<file path="src/rtl/mem_lsu_pkg.sv">
// Shared types for the MEM stage: memory op codes, FSM states and op-class helpers.
package mem_lsu_pkg;

  typedef enum logic [3:0] {
    MEMOP_NONE = 4'd0,
    MEMOP_LB   = 4'd1,
    MEMOP_LBU  = 4'd2,
    MEMOP_LH   = 4'd3,
    MEMOP_LHU  = 4'd4,
    MEMOP_LW   = 4'd5,
    MEMOP_SB   = 4'd6,
    MEMOP_SH   = 4'd7,
    MEMOP_SW   = 4'd8
  } memop_e;

  typedef enum logic [1:0] {
    ST_IDLE = 2'd0,
    ST_BUSY = 2'd1,
    ST_DONE = 2'd2
  } state_e;

  function automatic logic is_load(input logic [3:0] op);
    return (op >= 4'd1) && (op <= 4'd5);
  endfunction

  function automatic logic is_store(input logic [3:0] op);
    return (op >= 4'd6) && (op <= 4'd8);
  endfunction

endpackage

</file>
<file path="src/rtl/mem_lsu_align.sv">
// Byte-lane steering: store byte enables/replicated data, load lane select and extension,
// and the misalignment check for the current op.
module mem_lsu_align
  import mem_lsu_pkg::*;
(
  input  logic [3:0]  memop,
  input  logic [1:0]  addr_lo,
  input  logic [31:0] sdata,
  input  logic [31:0] rdata,
  output logic [3:0]  be,
  output logic [31:0] wdata,
  output logic [31:0] ld_data,
  output logic        misaligned
);

  logic [7:0]  lane_b_s;
  logic [15:0] lane_h_s;

  // Lane selection and per-op steering/extension
  always_comb begin
    lane_b_s   = rdata[{addr_lo, 3'b000} +: 8];
    lane_h_s   = addr_lo[1] ? rdata[31:16] : rdata[15:0];
    be         = 4'b0000;
    wdata      = sdata;
    ld_data    = rdata;
    misaligned = 1'b0;
    case (memop)
      MEMOP_LB:  ld_data = {{24{lane_b_s[7]}}, lane_b_s};
      MEMOP_LBU: ld_data = {24'd0, lane_b_s};
      MEMOP_LH: begin
        ld_data    = {{16{lane_h_s[15]}}, lane_h_s};
        misaligned = addr_lo[0];
      end
      MEMOP_LHU: begin
        ld_data    = {16'd0, lane_h_s};
        misaligned = addr_lo[0];
      end
      MEMOP_LW:  misaligned = (addr_lo != 2'b00);
      MEMOP_SB: begin
        be    = 4'b0001 << addr_lo;
        wdata = {4{sdata[7:0]}};
      end
      MEMOP_SH: begin
        be         = addr_lo[1] ? 4'b1100 : 4'b0011;
        wdata      = {2{sdata[15:0]}};
        misaligned = addr_lo[0];
      end
      MEMOP_SW: begin
        be         = 4'b1111;
        misaligned = (addr_lo != 2'b00);
      end
      default: be = 4'b0000;
    endcase
  end

endmodule

</file>
<file path="src/rtl/mem_lsu.sv">
// MEM pipeline stage: passes non-memory results through, runs loads/stores on a req/ack bus
// while stalling the pipeline, with a saturating timeout that aborts hung transfers.
module mem_lsu
  import mem_lsu_pkg::*;
#(
  parameter int unsigned BUS_TIMEOUT = 255
) (
  input  logic        clk,
  input  logic        rst,
  input  logic [4:0]  mem_wd,
  input  logic [31:0] mem_wdata,
  input  logic        mem_wreg,
  input  logic [3:0]  mem_memop,
  input  logic [31:0] mem_addr,
  input  logic [31:0] mem_sdata,
  output logic [4:0]  wb_wd,
  output logic [31:0] wb_wdata,
  output logic        wb_wreg,
  output logic        stall_req,
  output logic        exc_adel,
  output logic        exc_ades,
  output logic        bus_err,
  output logic        dbus_req,
  output logic        dbus_we,
  output logic [3:0]  dbus_be,
  output logic [31:0] dbus_addr,
  output logic [31:0] dbus_wdata,
  input  logic        dbus_ack,
  input  logic [31:0] dbus_rdata
);

  localparam logic [7:0] TO_LAST = 8'(BUS_TIMEOUT - 1);

  state_e      state_q, state_d;
  logic [7:0]  cnt_q, cnt_d;
  logic [31:0] buf_q, buf_d;
  logic        err_q, err_d;
  logic        req_q, req_d;
  logic        we_q, we_d;
  logic [3:0]  be_q, be_d;
  logic [31:0] addr_q, addr_d;
  logic [31:0] wdata_q, wdata_d;

  logic        ld_op_s, st_op_s, mem_op_s, mis_s;
  logic [3:0]  align_be_s;
  logic [31:0] align_wdata_s, ld_data_s;

  assign ld_op_s  = is_load(mem_memop);
  assign st_op_s  = is_store(mem_memop);
  assign mem_op_s = ld_op_s || st_op_s;

  // Load extension reads the captured bus word, so DONE sees stable data.
  mem_lsu_align u_align (
    .memop      (mem_memop),
    .addr_lo    (mem_addr[1:0]),
    .sdata      (mem_sdata),
    .rdata      (buf_q),
    .be         (align_be_s),
    .wdata      (align_wdata_s),
    .ld_data    (ld_data_s),
    .misaligned (mis_s)
  );

  // Transfer FSM, timeout counter, load buffer and bus request registers
  always_comb begin
    state_d = state_q;
    cnt_d   = cnt_q;
    buf_d   = buf_q;
    err_d   = 1'b0;
    req_d   = req_q;
    we_d    = we_q;
    be_d    = be_q;
    addr_d  = addr_q;
    wdata_d = wdata_q;
    case (state_q)
      ST_IDLE: begin
        if (mem_op_s && !mis_s) begin
          state_d = ST_BUSY;
          req_d   = 1'b1;
          cnt_d   = 8'd0;
          we_d    = st_op_s;
          be_d    = align_be_s;
          addr_d  = {mem_addr[31:2], 2'b00};
          wdata_d = align_wdata_s;
        end else begin
          state_d = ST_IDLE;
        end
      end
      ST_BUSY: begin
        if (dbus_ack) begin
          buf_d   = dbus_rdata;
          req_d   = 1'b0;
          state_d = ST_DONE;
        end else if (cnt_q == TO_LAST) begin
          req_d   = 1'b0;
          err_d   = 1'b1;
          state_d = ST_DONE;
        end else begin
          cnt_d = (cnt_q == 8'hFF) ? cnt_q : cnt_q + 8'd1;
        end
      end
      ST_DONE: state_d = ST_IDLE;
      default: state_d = ST_IDLE;
    endcase
  end

  // State registers with synchronous reset
  always_ff @(posedge clk) begin
    if (rst) begin
      state_q <= ST_IDLE;
      cnt_q   <= 8'd0;
      buf_q   <= 32'd0;
      err_q   <= 1'b0;
      req_q   <= 1'b0;
      we_q    <= 1'b0;
      be_q    <= 4'b0000;
      addr_q  <= 32'd0;
      wdata_q <= 32'd0;
    end else begin
      state_q <= state_d;
      cnt_q   <= cnt_d;
      buf_q   <= buf_d;
      err_q   <= err_d;
      req_q   <= req_d;
      we_q    <= we_d;
      be_q    <= be_d;
      addr_q  <= addr_d;
      wdata_q <= wdata_d;
    end
  end

  // Writeback, stall and exception outputs; forced low while in reset
  always_comb begin
    wb_wd     = 5'd0;
    wb_wdata  = 32'd0;
    wb_wreg   = 1'b0;
    stall_req = 1'b0;
    exc_adel  = 1'b0;
    exc_ades  = 1'b0;
    if (!rst) begin
      wb_wd    = mem_wd;
      wb_wdata = ld_op_s ? ld_data_s : mem_wdata;
      if (ld_op_s) begin
        wb_wreg = mem_wreg && !mis_s && (state_q == ST_DONE) && !err_q;
      end else if (st_op_s) begin
        wb_wreg = 1'b0;
      end else begin
        wb_wreg = mem_wreg;
      end
      stall_req = mem_op_s && !mis_s && (state_q != ST_DONE);
      exc_adel  = ld_op_s && mis_s;
      exc_ades  = st_op_s && mis_s;
    end else begin
      wb_wd = 5'd0;
    end
  end

  assign bus_err    = err_q;
  assign dbus_req   = req_q;
  assign dbus_we    = we_q;
  assign dbus_be    = be_q;
  assign dbus_addr  = addr_q;
  assign dbus_wdata = wdata_q;

endmodule

</file>
<file path="config.mk">
export PLATFORM = sky130hd
export DESIGN_NAME = mem_lsu
export DESIGN_NICKNAME = d
export VERILOG_FILES = /design/src/rtl/mem_lsu_pkg.sv /design/src/rtl/mem_lsu_align.sv /design/src/rtl/mem_lsu.sv
export SDC_FILE = /design/constraint.sdc
export NUM_CORES = 1
export LEC_CHECK = 0
export CELL_PAD_IN_SITES_DETAIL_PLACEMENT = 1
export CELL_PAD_IN_SITES_GLOBAL_PLACEMENT = 1
export CORE_AREA = 2 2 116 163
export DETAILED_ROUTE_END_ITERATION = 10
export DIE_AREA = 0 0 118 165
export GPL_TIMING_DRIVEN = 1
export PLACE_DENSITY = 0.95
export SYNTH_ARGS = -nofsm -noshare
export SYNTH_HDL_FRONTEND = slang
export SYNTH_SLANG_ARGS = --single-unit
</file>
<file path="constraint.sdc">
create_clock -name clk -period 5 [get_ports clk]
set_input_delay 0.5 -clock clk [delete_from_list [all_inputs] [get_ports clk]]
set_output_delay 0.5 -clock clk [all_outputs]
set_load 0.1 [all_outputs]
</file>
; ---- Yosys cells after proc, flatten, opt, wreduce, memory -nomap -nowiden
; Cells that the tools add are included.
[totals]
output_inout_bits = 112
elab_cells = 86
register_bits = 111
[op_classes]
mux = 29
n_reduce_logical = 22
n_lt_le_gt_ge = 4
n_eq_ne = 18
add_sub_neg = 1
n_bitwise = 1
shifts = 2
[op_table]
columns = operator, n
row1 = one-hot mux 32 bit (4 select lines), 1
row2 = two-way mux 32 bit, 2
row3 = one-hot mux 32 bit (2 select lines), 1
row4 = two-way mux 8 bit, 4
row5 = variable part select 32 x 6 -> 8 bit, 1
row6 = "equality test 4 x 3 -> 1 bit, second input constant", 4
row7 = "equality test 8 bit, second input constant", 2
row8 = two-way mux 16 bit, 1
row9 = one-hot mux 8 bit (2 select lines), 1
row10 = one-hot mux 4 bit (3 select lines), 1
row11 = two-way mux 1 bit, 11
row12 = "inequality test 2 bit, second input constant", 5
row13 = logical AND 1 bit, 9
row14 = "adder 8 x 1 -> 8 bit, second input constant", 1
row15 = "equality test 4 x 2 -> 1 bit, second input constant", 2
row16 = OR reduction 3 bit, 2
row17 = two-way mux 5 bit, 1
row18 = AND reduction 5 bit, 1
row19 = "equality test 4 x 1 -> 1 bit, second input constant", 1
row20 = "equality test 4 bit, second input constant", 1
row21 = "greater-or-equal comparator 4 x 1 -> 1 bit, second input constant", 1
row22 = "greater-or-equal comparator 4 x 3 -> 1 bit, second input constant", 1
row23 = "<= comparator 4 x 3 -> 1 bit, second input constant", 1
row24 = "<= comparator 4 bit, second input constant", 1
row25 = other kinds (16), 21

; ---- Depth between registers and ports, before layout
; Gate-level depths: netlist (run 1).
[depth]
ltp_word = 9
mapped_depth = 8
mapped_depth_nobuf = 7

; ---- Modules after synthesis
; From an unflattened synthesis (run 1), not the netlist that was laid out.
[unflattened]
hier_cells = 794
area_unflattened_um2 = 5896.9
[by_module_without_submodules]
columns = mod, cells_per_inst, instances, area_each_um2
row1 = mem_lsu, 631, 1, 4564.4
row2 = mem_lsu_align, 163, 1, 1332.5

; ---- Worst setup path after synthesis (run 1)
; Ideal clock, no wire load.
[synth_path]
kind = input to output
start = input port mem_memop[0]
end = output port wb_wdata[10]
path_stages = 7
slack_ns = 0.112
arrival_ns = 4.388
cell_sequence = buf_2 buf_2 inv_1 or2_2 nand2_1 a21oi_1 nor4_1
[synth_via]
elab_chain_cells = 4
[synth_lines]
columns = element, line
row1 = from (decl), mem_lsu.sv:13  ; input logic [3:0] mem_memop,
row2 = "greater-or-equal comparator 4 x 1 -> 1 bit, or another cell as far along", mem_lsu_pkg.sv:23  ; return (op >= 4'd1) && (op <= 4'd5);
row3 = logical AND 1 bit or one-hot mux 32 bit (4 select lines) (tied branches), "mem_lsu_pkg.sv:23, mem_lsu_align.sv:27"
row4 = two-way mux 32 bit (*), mem_lsu.sv:142  ; wb_wdata = ld_op_s ? ld_data_s : mem_wdata;
row5 = two-way mux 32 bit (*), mem_lsu.sv:140  ; if (!rst) begin
row6 = to (decl), mem_lsu.sv:17  ; output logic [31:0] wb_wdata,
; Mark *: on every way between the ends. The rest lies on a longest branch, timed or not.

; ---- Worst setup path after layout (run 1)
[layout_path]
start = input port mem_addr[1]
end = output port wb_wdata[28]
[layout_via]
elab_chain_cells = 4
[layout_lines]
columns = element, line
row1 = from (decl), mem_lsu.sv:14  ; input logic [31:0] mem_addr,
row2 = variable part select 32 x 6 -> 8 bit or two-way mux 16 bit (tied branches), "mem_lsu_align.sv:21, mem_lsu_align.sv:22"
row3 = one-hot mux 32 bit (4 select lines) (*), mem_lsu_align.sv:27  ; case (memop)
row4 = two-way mux 32 bit (*), mem_lsu.sv:142
row5 = two-way mux 32 bit (*), mem_lsu.sv:140
; Marks and branches as above.

==> results of run 1 <==
==> layout make-up <==
| type | instances | area (µm²) |
|---|---|---|
| clock buffer | 9 | 225 |
| sequential | 111 | 2220 |
| clock inverter | 7 | 63.8 |
| tap | 240 | 300 |
| multi-input combinational | 568 | 3120 |
| antenna | 3 | 7.51 |
| inverter | 6 | 22.5 |
| fill | 2147 | 9040 |
| timing repair buffer | 260 | 2920 |
==> per-stage QoR <==
stage | total power, W | hold WS, ns | cells | cell area, µm²
floorplan | 0.00173 | 0.436 | 745 | 5690
global placement | 0.00207 | 0.441 | 1185 | 8590
detailed placement | 0.00210 | 0.449 | 1185 | 8590
CTS | 0.00284 | 0.459 | 1201 | 8880
global route | 0.00292 | 0.477 | 1201 | 8880
finish | 0.00280 | 0.457 | 1204 | 8890
==> power breakdown <==
group | leakage [nW] | switching (W) | internal, W | total, W
clock | 0.141 | 0.000378 | 0.000351 | 0.000729
combinational | 2.20 | 0.000757 | 0.000342 | 0.00110
sequential | 0.906 | 0.0000344 | 0.000939 | 0.000974
==> synth_stat cells, drive strengths merged, types with 2 or more instances <==
cell type and instances:
nand2 185, a31oi 8, inv 6, a21oi 94
nor3b 5, nand3 8, buf 28, o21ai 34
or3 2, a221o 16, nand3b 2, nor4b 3
a31o 2, mux2i 27, nor4 8, nor3 23
nor2 66, nor2b 10, a32o 2, ha 2
o22ai 2, a211oi 15, and3 2, dfxtp 111
a221oi 7, clkbuf 32, a311oi 9, o21a 2
nand2b 15
==> cell families (layout without fill, tap and decap cells) <==
kind of cell / count (synthesis) / in the layout / synth area share (%)
buffers and inverters: 66 / 282 / 6.25
adders and majority gates: 2 / 2 / 0.440
AOI/OAI and AO/OA: 202 / 202 / 23.0
muxes: 27 / 27 / 4.82
and+or+nand+nor: 334 / 334 / 26.2
DFF: 111 / 111 / 39.1
other: 1 / 5 / 0.0660
xor gates and xnor gates: 1 / 1 / 0.154
==> registers in the layout, summed over array words and instances, names as in the netlist <==
name	flops
dbus_req	1
state_q	2
dbus_addr	30
cnt_q	8
dbus_be	4
dbus_we	1
buf_q	32
dbus_wdata	32
bus_err	1
==> path summary, 6_finish.rpt <==
check        slack, ns                        start  depth (start not counted)                     endpoint
max                1.0                  mem_addr[1]                          7                 wb_wdata[28]
max reg2reg       2.87        cnt_q[1]$_SDFFE_PP0P_                          6        cnt_q[7]$_SDFFE_PP0P_
min               0.46  dbus_wdata[25]$_SDFFE_PP0P_                          2  dbus_wdata[25]$_SDFFE_PP0P_
min reg2reg       0.46  dbus_wdata[25]$_SDFFE_PP0P_                          2  dbus_wdata[25]$_SDFFE_PP0P_
==> metal layers <==
| layer | global-route usage (%) | vias to the layer above | share of wire, % |
|---|---|---|---|
| met5 | 0 | - | 0 |
| li1 | - | 3015 | - |
| met1 | 23.5 | 3013 | 38 |
| met2 | 41.1 | 234 | 52 |
| met4 | 12.2 | 0 | 4.2 |
| met3 | 5.73 | 51 | 5.8 |
==> worst reg2reg max path: stages, from the launching register on <==
cell,delay (ns)
dfxtp_1,0.42
ha_1,0.25
nor2_1,0.06
nor3_1,0.53
o31ai_1,0.18
a211o_1,0.41
a31oi_1,0.21
==> qor.csv, run 1 <==
metric,value,unit
synth_sequential_area_ratio,39.1,%
syn_area,5690,µm²
num_rows,58,
synthFlopType,dfxtp_1,
fin_worst_skew,0.00773,ns
yosys.area.top_type,dfxtp_1,
fin_util,49.6,%
grt_setup_unrepaired,no,
grt_max_degree,86,
core_area,17900,µm²
routabilityCongestion,0.859,
finalHoldViolations,0,
io_pins,253,
ir_drop,0.150,mV
final_cell_mix,"clkdlybuf4s50_1, nand2_1, dfxtp_1, a21oi_1, nor2_1",
clk_latency,0.36,ns
status,completed,
leakagePower,3.25,nW
synth_top_area_share,39.1,%
critPathSlowestCell,a2111oi_4,
clockRootBuffer,clkbuf_16,
crit_path_cell_trace,clkdlybuf4s50_1 -> mux2i_1 -> mux2i_2 -> nor2_2 -> a2111oi_4 -> a221o_1 -> buf_12,
die_y,165,µm
crit_family,compound AO/OA/AOI/OAI gates,
async_reset_ff_share,0,%
synth_edf_count,0,
min_path_type,reg2reg,
htree_levels,3,
viasPerCell,5.24,
final_antenna_net_count,0,
cts_tree,yes,
first_pass_iters,4,
synthCells,744,
numCtsBuffers,9,
ys_ff_latch,111,
power.density,315,nW/µm²
drive_above_1_share,8.64,%
ys_types,60,
critPathKind,in2out,
final_common_cell,clkdlybuf4s50_1,
clockBufferDepth,2,
yosys-top-cells-area,"dfxtp_1, nand2_1, a21oi_1",
dr.first_iter.drc_count,297,
period_share,80.1,%
start_kind,input port,
die-area,19500,µm²
ys_warn_count,0,
cts.clk_slew.worst_paths,0.08,ns
routed_wl,22400,µm
cp.required,4.50,ns
setup_violations,0,
wire_per_inst,18.6,µm
portBuffers,250,
fmax,250,MHz
worst_pin_slew,1.13,ns
die_w,118,µm
dp_slack,1.04,ns
synthToLayoutAreaGrowth,56.3,%
post_cts_buffers,0,
fin_nets,1099,
vias,6313,
initial_utilization,31.7,%
cts-hold-fix-buffers,0,
postSynthAreaPerCell,7.64,µm²
finalSetupTns,0,ns
route.detailed.drc,0,
max_cap_viol_count,0,
grt_pass1_wl,34700,µm
grt_pass1_vias,6584,
finalWorstSetupSlack,0.996,ns
period_needed,4.00,ns
crit_fanout,16,
slowest_delay,0.92,ns
overflow,0,
arrival,3.50,ns
dp_hpwl,17100,µm
path_buf_inv,2,
cp-end-kind,output pin,
grt_antenna_before_repair,3,
track_usage,22.4,%
cts-resized-gates,0,
cts.sinks,111,
slew_headroom,24.4,%
finalMaxSlewViolations,0,
Note: power is estimated with default switching activity, not from simulation.
==> run 2: changes to the inputs <==
--- a/config.mk
+++ b/config.mk
@@ -7,11 +7,11 @@
 export LEC_CHECK = 0
 export CELL_PAD_IN_SITES_DETAIL_PLACEMENT = 1
 export CELL_PAD_IN_SITES_GLOBAL_PLACEMENT = 1
-export CORE_AREA = 2 2 116 163
+export CORE_AREA = 2 2 128 180
 export DETAILED_ROUTE_END_ITERATION = 10
-export DIE_AREA = 0 0 118 165
+export DIE_AREA = 0 0 130 182
 export GPL_TIMING_DRIVEN = 1
-export PLACE_DENSITY = 0.95
+export PLACE_DENSITY = 0.86
 export SYNTH_ARGS = -nofsm -noshare
 export SYNTH_HDL_FRONTEND = slang
 export SYNTH_SLANG_ARGS = --single-unit
==> constraint.sdc (replaced) <==
create_clock -name clk -period 3.5 [get_ports clk]
set_input_delay 0.35 -clock clk [delete_from_list [all_inputs] [get_ports clk]]
set_output_delay 0.35 -clock clk [all_outputs]
set_load 0.1 [all_outputs]
==> run 2 against run 1 <==
  * Global-route usage shrank 3.2 points
  * Clock skew decreased by 0.0023 ns
  * First-iteration DRC count down 8.8%
  * Cell count increased by 6.1%
  * Count of clock-buffer cells in the layout is 3 higher
  * Final area increased by 3.8%
  * Clock power increased by 51%
  * Register-to-register slack got worse by 1.6 ns
  * Critical endpoint is now wb_wdata[5]
  * Largest cell class unchanged
  * Largest power group unchanged
==> qor.csv, run 2 (synthesis gave the netlist of run 1 again) <==
metric,value,unit,change
status,completed,,unchanged
p_int,0.00248,W,was 0.00163 W
dp_hpwl,17400,µm,was 17100 µm
overflow,0,,unchanged
ir_drop,0.241,mV,was 0.150 mV
critPathKind,in2out,,unchanged
wire_per_inst,17.9,µm,was 18.6 µm
numCtsBuffers,9,,unchanged
viasPerCell,4.99,,was 5.24
finalMaxSlewViolations,0,,unchanged
finalSetupTns,0,ns,unchanged
cts.clk_slew.worst_paths,0.07,ns,was 0.08 ns
cts-hold-fix-buffers,0,,unchanged
cts_tree,yes,,unchanged
clockBufferDepth,2,,unchanged
first_pass_iters,4,,unchanged
fin_util,41.6,%,was 49.6%
grt_antenna_before_repair,2,,was 3
fin_nets,1114,,was 1099
post_cts_buffers,0,,unchanged
track_usage,19.2,%,was 22.4%
max_cap_viol_count,0,,unchanged
period_needed,3.33,ns,
htree_levels,3,,unchanged
finalHoldViolations,0,,unchanged
synthToLayoutAreaGrowth,62.3,%,was 56.3%
grt_setup_unrepaired,no,,unchanged
start_kind,input port,,unchanged
clockRootBuffer,clkbuf_16,,unchanged
fmax,300,MHz,
clk_latency,0.36,ns,about the same
worst_pin_slew,1.18,ns,was 1.13 ns
die-area,23700,µm²,was 19500 µm²
cp-end-kind,output pin,,unchanged
cp.required,3.15,ns,was 4.50 ns
p_comb_share,39.3,%,was 39.2%
drive_above_1_share,12.1,%,was 8.64%
pwr-share-clk,26.8,%,was 26.0%
p_sw_share,39.4,%,was 41.7%
die_y,182,µm,was 165 µm
slew_headroom,21.1,%,was 24.4%
power.density,444,nW/µm²,was 315 nW/µm²
period_share,95.3,%,
grt_pass1_vias,6676,,was 6584
grt_max_degree,51,,was 86
p_switching,0.00162,W,was 0.00117 W
arrival,2.98,ns,was 3.50 ns
routabilityCongestion,0.810,,was 0.859
multi_input_area,3220,µm²,was 3120 µm²
portBuffers,250,,unchanged
cts.sinks,111,,unchanged
sequentialPowerShare,33.9,%,was 34.8%
fillers,2621,,was 2147
cts-resized-gates,0,,unchanged
setup_violations,0,,unchanged
die_w,130,µm,was 118 µm
num_rows,65,,was 58
leakagePower,3.37,nW,was 3.25 nW
core_area,22200,µm²,was 17900 µm²
dr.first_iter.drc_count,271,,was 297
routed_wl,22900,µm,was 22400 µm
route.detailed.drc,0,,unchanged
grt_pass1_wl,35700,µm,was 34700 µm
fin_worst_skew,0.00547,ns,was 0.00773 ns
final_cell_mix,"clkdlybuf4s50_1, nand2_1, dfxtp_1, a21oi_1, nor2_1",,unchanged
final_antenna_net_count,0,,unchanged
vias,6373,,was 6313
io_pins,253,,unchanged
final_common_cell,clkdlybuf4s50_1,,unchanged
min_path_type,in2reg,,was reg2reg
regArea,2220,µm²,unchanged
crit_fanout,12,,was 16
initial_utilization,25.6,%,was 31.7%
-- run 2: path summary, 6_finish.rpt --
check,start,to,slack [ns],cells after the start
setup / recovery,mem_addr[1],wb_wdata[5],0.17,6
setup reg to reg,cnt_q[1]$_SDFFE_PP0P_,cnt_q[7]$_SDFFE_PP0P_,1.27,6
hold / removal,rst,state_q[0]$_SDFFE_PP0P_,0.38,2
hold reg to reg,dbus_addr[6]$_SDFFE_PP0P_,dbus_addr[6]$_SDFFE_PP0P_,0.45,2
-- run 2: critical path, cell delays in order --
cell and delay (ns):
clkdlybuf4s50_1 0.77, inv_1 0.18, nor4b_2 0.89, a221oi_1 0.24, nor3_2 0.33, buf_12 0.21
-- run 2: area by class of cell --
type	count	share of cell area [%]
sequential	111	24.1
inverter	6	0.244
clock buffer	12	2.56
tap	301	4.08
antenna	1	0.0271
timing repair buffer	275	33.3
multi-input combinational	568	34.9
clock inverter	4	0.759
-- run 2: layer usage --
metal | GRT usage (%) | share of wire (%)
met1 | 20.2 | 37
met2 | 34.6 | 52
met3 | 5.60 | 6.5
met4 | 9.03 | 3.8
met5 | 0 | 0.052
-- run 2: stage by stage --
| stage | power (W) | hold WS (ns) | area (µm²) | instances | setup WS, ns |
|---|---|---|---|---|---|
| after floorplan | 0.00248 | 0.436 | 5790 | 745 | 0.0676 |
| after global placement | 0.00301 | 0.440 | 8920 | 1261 | 0.355 |
| after detailed placement | 0.00303 | 0.448 | 8920 | 1261 | 0.237 |
| after CTS | 0.00415 | 0.364 | 9230 | 1277 | 0.228 |
| after global routing | 0.00427 | 0.382 | 9230 | 1278 | 0.0983 |
| final | 0.00410 | 0.379 | 9230 | 1278 | 0.165 |
-- run 2: power by group through the flow --
stage / clock network [W] / logic, W / registers (W)
floorplan: 0 / 0.000609 / 0.00187
global placement: 0 / 0.00159 / 0.00142
detailed placement: 0 / 0.00161 / 0.00142
CTS: 0.00114 / 0.00162 / 0.00139
global route: 0.00119 / 0.00168 / 0.00140
finish: 0.00110 / 0.00161 / 0.00139
==> run 3: changes to the inputs <==
--- a/config.mk
+++ b/config.mk
@@ -11,6 +11,7 @@
 export DETAILED_ROUTE_END_ITERATION = 10
 export DIE_AREA = 0 0 130 182
 export GPL_TIMING_DRIVEN = 1
+export MAX_ROUTING_LAYER = met4
 export PLACE_DENSITY = 0.86
 export SYNTH_ARGS = -nofsm -noshare
 export SYNTH_HDL_FRONTEND = slang
==> run 3 against run 2 <==
  * Global-route usage grew 0.57 points
  * Count of clock-buffer cells in the layout did not move
  * Combinational power about the same
  * Non-clock buffer count unchanged
  * Critical path depth stayed put
  * Sequential cell count did not move
  * Via count increased by 0.47%
  * Total power is 0.14% higher
  * Critical path type unchanged
==> qor.csv, run 3 (synthesis gave the netlist of run 1 again) <==
metric,value,unit,change
status,completed,,unchanged
final_common_cell,clkdlybuf4s50_1,,unchanged
io_pins,253,,unchanged
leakagePower,3.37,nW,about the same
die_w,130,µm,unchanged
htree_levels,3,,unchanged
dr.first_iter.drc_count,278,,was 271
finalMaxSlewViolations,0,,unchanged
power.density,445,nW/µm²,was 444 nW/µm²
setup_violations,0,,unchanged
post_cts_buffers,0,,unchanged
die-area,23700,µm²,unchanged
cts-hold-fix-buffers,0,,unchanged
clockBufferDepth,2,,unchanged
final_cell_mix,"clkdlybuf4s50_1, nand2_1, dfxtp_1, a21oi_1, nor2_1",,unchanged
synthToLayoutAreaGrowth,62.3,%,about the same
routed_wl,23000,µm,was 22900 µm
cts-resized-gates,0,,unchanged
core_area,22200,µm²,unchanged
track_usage,19.8,%,was 19.2%
finalSetupTns,0,ns,unchanged
final_antenna_net_count,0,,unchanged
slew_headroom,20.5,%,was 21.1%
cts.sinks,111,,unchanged
grt_pass1_vias,6700,,was 6676
ir_drop,0.241,mV,about the same
cp-end-kind,output pin,,unchanged
fillers,2621,,unchanged
vias,6403,,was 6373
final_area,9230,µm²,about the same
critPathKind,in2out,,unchanged
place_area,8920,µm²,unchanged
min_path_type,in2reg,,unchanged
die_y,182,µm,unchanged
overflow,0,,unchanged
arrival,3.00,ns,was 2.98 ns
cts_tree,yes,,unchanged
cp.required,3.15,ns,about the same
grt_max_degree,51,,unchanged
routabilityCongestion,0.822,,was 0.810
period_share,95.7,%,was 95.3%
worst_pin_slew,1.19,ns,was 1.18 ns
initial_utilization,25.6,%,unchanged
drive_above_1_share,12.1,%,unchanged
period_needed,3.35,ns,was 3.33 ns
dp_hpwl,17400,µm,unchanged
fin_worst_skew,0.00409,ns,was 0.00547 ns
first_pass_iters,4,,unchanged
grt_antenna_before_repair,2,,unchanged
start_kind,input port,,unchanged
numCtsBuffers,9,,unchanged
crit_fanout,12,,unchanged
route.detailed.drc,0,,unchanged
fmax,299,MHz,was 300 MHz
grt_pass1_wl,35600,µm,was 35700 µm
cts.clk_slew.worst_paths,0.07,ns,about the same
clockRootBuffer,clkbuf_16,,unchanged
max_cap_viol_count,0,,unchanged
fin_nets,1114,,unchanged
viasPerCell,5.01,,was 4.99
finalHoldViolations,0,,unchanged
portBuffers,250,,unchanged
grt_setup_unrepaired,no,,unchanged
num_rows,65,,unchanged
wire_per_inst,18.0,µm,was 17.9 µm
clk_latency,0.36,ns,about the same
==> run 3: metrics by stage <==
step / total power [W] / util [%] / setup WS (ns) / hold WS (ns) / instances
global placement: 0.00301 / 40.2 / 0.355 / 0.440 / 1261
detailed placement: 0.00303 / 40.2 / 0.237 / 0.448 / 1261
finish: 0.00410 / 41.6 / 0.151 / 0.373 / 1279
global route: 0.00427 / 41.6 / 0.0983 / 0.382 / 1279
floorplan: 0.00248 / - / 0.0676 / 0.436 / 745
CTS: 0.00415 / 41.5 / 0.228 / 0.364 / 1277
==> run 3: layer usage <==
layer	part of all wire, %	track usage [%]
met1	39	21.0
met2	52	34.5
met3	5.2	4.51
met4	3.5	9.03
met5	0	-
==> run 3: path summary, 6_finish.rpt <==
kind / start / endpoint / slack (ns) / depth (start not counted)
min reg2reg: dbus_addr[22]$_SDFFE_PP0P_ / dbus_addr[22]$_SDFFE_PP0P_ / 0.46 / 2
max: mem_addr[1] / wb_wdata[5] / 0.15 / 6
min: rst / state_q[0]$_SDFFE_PP0P_ / 0.37 / 2
max reg2reg: cnt_q[1]$_SDFFE_PP0P_ / cnt_q[7]$_SDFFE_PP0P_ / 1.25 / 6
==> run 3: power by group <==
| group | total (W) | switching [W] | internal (W) | leakage [nW] |
|---|---|---|---|---|
| clock | 0.00110 | 0.000475 | 0.000627 | 0.151 |
| combinational | 0.00161 | 0.00110 | 0.000512 | 2.31 |
| sequential | 0.00139 | 0.0000485 | 0.00134 | 0.906 |
| total | 0.00410 | 0.00162 | 0.00248 | 3.37 |
==> run 3: final cells by class <==
| cell class | instances | area, µm² | share of cell area, % |
|---|---|---|---|
| clock inverter | 4 | 70.1 | 0.759 |
| timing repair buffer | 275 | 3070 | 33.3 |
| antenna | 2 | 5.00 | 0.0542 |
| clock buffer | 12 | 236 | 2.56 |
| sequential | 111 | 2220 | 24.1 |
| multi-input combinational | 568 | 3220 | 34.9 |
| inverter | 6 | 22.5 | 0.244 |
| tap | 301 | 377 | 4.08 |
==> run 3: worst max-delay path, stage by stage <==
cell and delay, ns:
clkdlybuf4s50_1 0.77, inv_1 0.18, nor4b_2 0.90, a221oi_1 0.24, nor3_2 0.33, buf_12 0.22
